$ cat src/rtl/stopwatch_pkg.sv
// ---------------------------------------------------------------------------
// stopwatch_pkg
// Shared constants, helpers and types for the board's timing blocks
// (frequency meter, stopwatch pushbutton conditioning).
//
// Contents:
//   CLK_FREQ_HZ        board system clock frequency in Hz
//   width_for()        bits needed to hold a count 0..n-1 (at least 1)
//   gate_len()         clk cycles per measurement window
//   DEFAULT_GATE_BITS  gate counter width for a one-second window
//   DEFAULT_CNT_BITS   default edge counter width
//   startup_t          blanking states used after reset by sync_edge
// ---------------------------------------------------------------------------
package stopwatch_pkg;

   localparam int CLK_FREQ_HZ = 100_000_000;

   // Number of bits needed to count from 0 to n-1. A width of 0 is never
   // useful for a register, so small values are clamped to 1.
   function automatic int width_for(input int n);
      return (n <= 2) ? 1 : $clog2(n);
   endfunction

   // One window lasts clkfreq/gatefreq system clock cycles.
   function automatic int gate_len(input int clkfreq, input int gatefreq);
      return clkfreq / gatefreq;
   endfunction

   localparam int DEFAULT_GATE_BITS = width_for(CLK_FREQ_HZ);
   localparam int DEFAULT_CNT_BITS  = 27;

   // After reset the edge detector stays blind for three cycles while the
   // synchronizer and previous-sample register fill with real samples.
   typedef enum logic [1:0] {
      BLANK0 = 2'd0,
      BLANK1 = 2'd1,
      BLANK2 = 2'd2,
      ARMED  = 2'd3
   } startup_t;

endpackage

$ cat src/rtl/sync_edge.sv
// ---------------------------------------------------------------------------
// sync_edge
// Brings an asynchronous level into the clk domain through two flip-flops
// and flags its rising edges. Edge detection is suppressed for the first
// three cycles after reset so an input that is already high at reset does
// not look like a fresh edge. Also used for the stopwatch pushbuttons.
//
// Ports:
//   clk       in   system clock
//   rst       in   synchronous, active-high reset
//   async_in  in   level from outside the clk domain
//   rise      out  high for one cycle per synchronized rising edge
// ---------------------------------------------------------------------------
module sync_edge
   import stopwatch_pkg::*;
(
   input  logic clk,
   input  logic rst,
   input  logic async_in,
   output logic rise
);

   logic     meta;
   logic     sync;
   logic     prev;
   startup_t startup;

   // Two-stage synchronizer followed by the previous-sample register that
   // the edge compare looks back at. The first stage may go metastable; only
   // the second stage is used by logic.
   always_ff @(posedge clk) begin
      if (rst) begin
         meta <= 1'b0;
         sync <= 1'b0;
         prev <= 1'b0;
      end else begin
         meta <= async_in;
         sync <= meta;
         prev <= sync;
      end
   end

   // Startup blanking: step through the blank states once after reset and
   // then stay armed until the next reset.
   always_ff @(posedge clk) begin
      if (rst) begin
         startup <= BLANK0;
      end else begin
         case (startup)
            BLANK0:  startup <= BLANK1;
            BLANK1:  startup <= BLANK2;
            BLANK2:  startup <= ARMED;
            default: startup <= ARMED;
         endcase
      end
   end

   // A rising edge is a synchronized high whose previous sample was low,
   // ignored until the blanking period is over.
   assign rise = sync & ~prev & (startup == ARMED);

endmodule

$ cat src/rtl/freq_meter.sv
// ---------------------------------------------------------------------------
// freq_meter
// Counts rising edges of an external square wave over a fixed gate window
// timed from the system clock and reports one count per window.
//
// Parameters:
//   CLKFREQ   system clock frequency in Hz
//   GATEFREQ  windows per second; a window is CLKFREQ/GATEFREQ cycles
//   GATEBITS  gate counter width, 2**GATEBITS must cover the window length
//   CNTBITS   edge counter and result width
//
// Ports:
//   clk         in   system clock
//   rst         in   synchronous, active-high reset
//   sig_in      in   signal under measurement, asynchronous to clk
//   enable      in   measurement enable (level); low discards the window
//   freq        out  rising-edge count of the last completed window
//   freq_valid  out  one-cycle strobe when freq/overflow update
//   overflow    out  last completed window saturated the edge counter
// ---------------------------------------------------------------------------
module freq_meter
   import stopwatch_pkg::*;
#(
   parameter int CLKFREQ  = CLK_FREQ_HZ,
   parameter int GATEFREQ = 1,
   parameter int GATEBITS = DEFAULT_GATE_BITS,
   parameter int CNTBITS  = DEFAULT_CNT_BITS
) (
   input  logic               clk,
   input  logic               rst,
   input  logic               sig_in,
   input  logic               enable,
   output logic [CNTBITS-1:0] freq,
   output logic               freq_valid,
   output logic               overflow
);

   localparam int                 GATELEN   = gate_len(CLKFREQ, GATEFREQ);
   localparam logic [GATEBITS-1:0] GATE_LAST = GATEBITS'(GATELEN - 1);
   localparam logic [CNTBITS-1:0]  CNT_MAX   = '1;

   logic                rise;
   logic [GATEBITS-1:0] g;
   logic [CNTBITS-1:0]  count;
   logic                sat;

   logic                window_end;
   logic                at_max;
   logic [CNTBITS-1:0]  count_next;
   logic                sat_next;

   sync_edge u_sync_edge (
      .clk      (clk),
      .rst      (rst),
      .async_in (sig_in),
      .rise     (rise)
   );

   // Next edge-count value including this cycle's edge. The counter sticks
   // at its maximum and remembers that an edge was lost, so the window end
   // can report both the saturated count and the overflow in one step.
   assign window_end = enable && (g == GATE_LAST);
   assign at_max     = (count == CNT_MAX);
   assign count_next = (rise && !at_max) ? count + CNTBITS'(1) : count;
   assign sat_next   = sat | (rise & at_max);

   // Gate timing, edge accumulation and result registers. Dropping enable
   // throws the partial window away; the next window starts on the first
   // enabled cycle. Results only change together with freq_valid, and reset
   // takes priority over a window end in the same cycle.
   always_ff @(posedge clk) begin
      if (rst) begin
         g          <= '0;
         count      <= '0;
         sat        <= 1'b0;
         freq       <= '0;
         overflow   <= 1'b0;
         freq_valid <= 1'b0;
      end else begin
         freq_valid <= 1'b0;
         if (!enable) begin
            g     <= '0;
            count <= '0;
            sat   <= 1'b0;
         end else if (window_end) begin
            freq       <= count_next;
            overflow   <= sat_next;
            freq_valid <= 1'b1;
            g          <= '0;
            count      <= '0;
            sat        <= 1'b0;
         end else begin
            g     <= g + GATEBITS'(1);
            count <= count_next;
            sat   <= sat_next;
         end
      end
   end

endmodule

$ cat config.mk
export PLATFORM = sky130hd
export DESIGN_NAME = freq_meter
export DESIGN_NICKNAME = d
export VERILOG_FILES = /design/src/rtl/stopwatch_pkg.sv /design/src/rtl/sync_edge.sv /design/src/rtl/freq_meter.sv
export SDC_FILE = /design/constraint.sdc
export NUM_CORES = 1
export LEC_CHECK = 0
export CORE_ASPECT_RATIO = 1.2
export CORE_MARGIN = 3
export CORE_UTILIZATION = 51
export CTS_CLUSTER_SIZE = 25
export DETAILED_ROUTE_END_ITERATION = 10
export PLACE_DENSITY = 0.75
export SLEW_MARGIN = 20
export SYNTH_ARGS = -nofsm -noshare
export SYNTH_HDL_FRONTEND = slang
export SYNTH_SLANG_ARGS = --single-unit
$ cat constraint.sdc
create_clock -name clk -period 2 [get_ports clk]
set_input_delay 0.4 -clock clk [delete_from_list [all_inputs] [get_ports clk]]
set_output_delay 0.4 -clock clk [all_outputs]
set_load 0.05 [all_outputs]
==> out/qor.txt <==
Design area: 0.004616 mm2
Layout cell share with drive strength beyond 1: 18.53%
Layout fillers: 523
Post-layout nets: 465
Most frequent cells in the layout: nor2_1, dfxtp_1, clkdlybuf4s50_1
Mapped Area: 0.003592 mm2
Clock transition at path regs: 0.08 ns
Die footprint: 0.008091 mm2
Crit path max-delay cell type: dfxtp_1
Util after Layout: 69.45%
H-Tree Depth: 3
Final Setup Violations: 0
CP Capture Type: flop
Final-report hold violation count: 0
Top post-synthesis cells by area: dfxtp_1, nor2_1, xor2_1, a211oi_1, xnor2_1
Power density over the cells: 655.6 mW/mm2
Most common cell after layout, fill and taps aside: nor2_1
HPWL Detailed: 5087 um
Total power: 0.003026 W
Area leader, netlist: dfxtp_1
Grt ovf: 0
Initial core utilization: 54.05%
ANT cells: 0
Worst Hold Class: in2reg
WS Path Type: reg2reg
VDD IR max: 0.0004073 V
Leakage Power: 1.619 nW
First-pass GRT wire length: 12120 um
Synth cell types: 32
Seq/Total Area, Yosys: 49.60%
Drt total wl: 7562 um
Vias in the first global route: 2718
Routability congestion estimate: 0.8235
Final Skew: 0.01040 ns
CTS Sinks: 89
Syn_area_per_cell: 9.026 um2
Root Buffer: clkbuf_8
Slew margin rel.: 66.46%
Final Max Tran Viols: 0
Row Count: 32
Initial DRC Count: 125
Status: complete, no violations
Die Width: 82.62 um
DRT antenna net count: 0
Worst Setup Start Kind: flop
Avg Vias per Cell: 5.290
IO buf count: 32
Crit path largest cell delay: 0.36 ns
Synth top area share: 49.60%
Crit-path cells: nand4b_1 > or2_2 > a31oi_2 > buf_4 > nand4_1 > xor2_1 > a211oi_1
Via Count: 2904
Min Tclk post-route: 1.944 ns
Data arrival, critical path: 2.21 ns
Die Y: 97.94 um
Drc violations: 0
WP data required: 2.27 ns
CTS Buf Count: 9
Area Overhead vs Synth: 28.49%
FF+latch count, synth: 89
Hold_buf cts: 0
Clock buffer depth: 2
TritonCTS clock tree: done
Clock Latency Late Sink: 0.36 ns
Fmax: 0.5145 GHz
Synth Warn #: 0
CORE AREA: 0.006646 mm2
Total track usage: 18.96%
# Max-Cap Violations: 0
Slew of the pin with the lowest slew margin: 0.5015 ns
Pin count of the biggest net entering global routing: 38
Setup TNS: 0 ns
Crit path max fanout: 7
Wire per inst: 13.77 um
I/O pin count: 33
Initial antenna violation count: 0
Area after DPL: 0.004138 mm2
Cells after Synth: 398
Final period util: 97.18%
Drt pass-1 iters: 4
Synth Net Count: 404
==> registers in the layout (all words and copies together) (netlist names) <==
signal and cells:
u_sync_edge.prev 1, overflow 1, g 27, freq 27
u_sync_edge.startup 2, sat 1, freq_valid 1, u_sync_edge.meta 1
u_sync_edge.sync 1, count 27
==> power breakdown <==
group / switching [W] / internal [W] / total [W]
Clock: 0.000610 / 0.000576 / 0.00119
Sequential: 0.00000498 / 0.00178 / 0.00178
Combinational: 0.0000369 / 0.0000226 / 0.0000595
==> per-layer routing <==
layer | routed length [um] | GRT usage, % | vias up | part of all wire [%]
met4 | 210 | 9.434 | 0 | 2.8
met2 | 3959 | 30.80 | 54 | 52
met5 | 0 | 0 | - | 0
li1 | - | - | 1470 | -
met3 | 262 | 3.690 | 16 | 3.5
met1 | 3130 | 23.50 | 1364 | 41
==> worst max-delay path: cells and delay by family, from the launching register on <==
family | cells | cell delay [ns]
buffers and inverters | 1 | 0.19
flip-flops | 1 | 0.36
XOR/XNOR | 1 | 0.19
AND/OR/NAND/NOR | 3 | 0.68
AO/OA/AOI/OAI | 2 | 0.44
==> final timing paths <==
check / startpoint / to / slack, ns / cells past startpoint
worst min-delay path: enable / g[4] / 0.44 / 3
worst min register to register: u_sync_edge.meta / u_sync_edge.sync / 0.45 / 1
worst max-delay path: u_sync_edge.startup[0] / freq[17] / 0.06 / 7
worst max register to register: u_sync_edge.startup[0] / freq[17] / 0.06 / 7
==> timing repair <==
action | in CTS | in global routing
setup endpoints to repair | 4 | 82
cloned | 0 | 2
resized for setup | 3 | 44
pin swaps | 2 | 11
setup buffers | 0 | 8
==> per-stage QoR <==
stage / instances / hold slack (ns) / setup slack (ns)
2_1_floorplan: 398 / 0.4138 / 0.09420
6_report: 549 / 0.4438 / 0.05636
5_1_grt: 549 / 0.4651 / -0.04677
3_3_place_gp: 523 / 0.4287 / -0.3087
4_1_cts: 539 / 0.4508 / -0.003127
3_5_place_dp: 523 / 0.4372 / -0.3964
==> kinds of logic after synthesis <==
kind of cell	Yosys count	synth area share [%]
and+or+nand+nor	200	26.75
DFF	89	49.60
xor gates and xnor gates	48	11.70
AOI/OAI and AO/OA	32	6.618
buffers and inverters	23	3.483
muxes	4	1.149
adders and majority gates	2	0.6965
==> final cells by class <==
class / instances / area, um2 / share of cell area [%]
Tap cell: 85 / 106.4 / 2.304
Inverter: 6 / 22.52 / 0.4879
Clock buffer: 11 / 131.4 / 2.846
Timing Repair Buffer: 67 / 635.6 / 13.77
Multi-Input combinational cell: 286 / 1871 / 40.53
Clock inverter: 5 / 56.30 / 1.220
Sequential cell: 89 / 1793 / 38.85
==> synth_stat cells, drive strengths merged <==
cell	n
a211oi	27
a21oi	1
a31oi	4
and2	1
and3	8
and4	5
buf	13
clkbuf	4
dfxtp	89
ha	2
inv	6
mux2	1
mux2i	3
nand2	21
nand2b	3
nand3	24
nand4	13
nand4b	1
nor2	95
nor2b	5
nor3	8
nor3b	1
nor4	9
nor4b	1
or2	5
xnor2	16
xor2	32
Power figures use the tool's default switching activity.
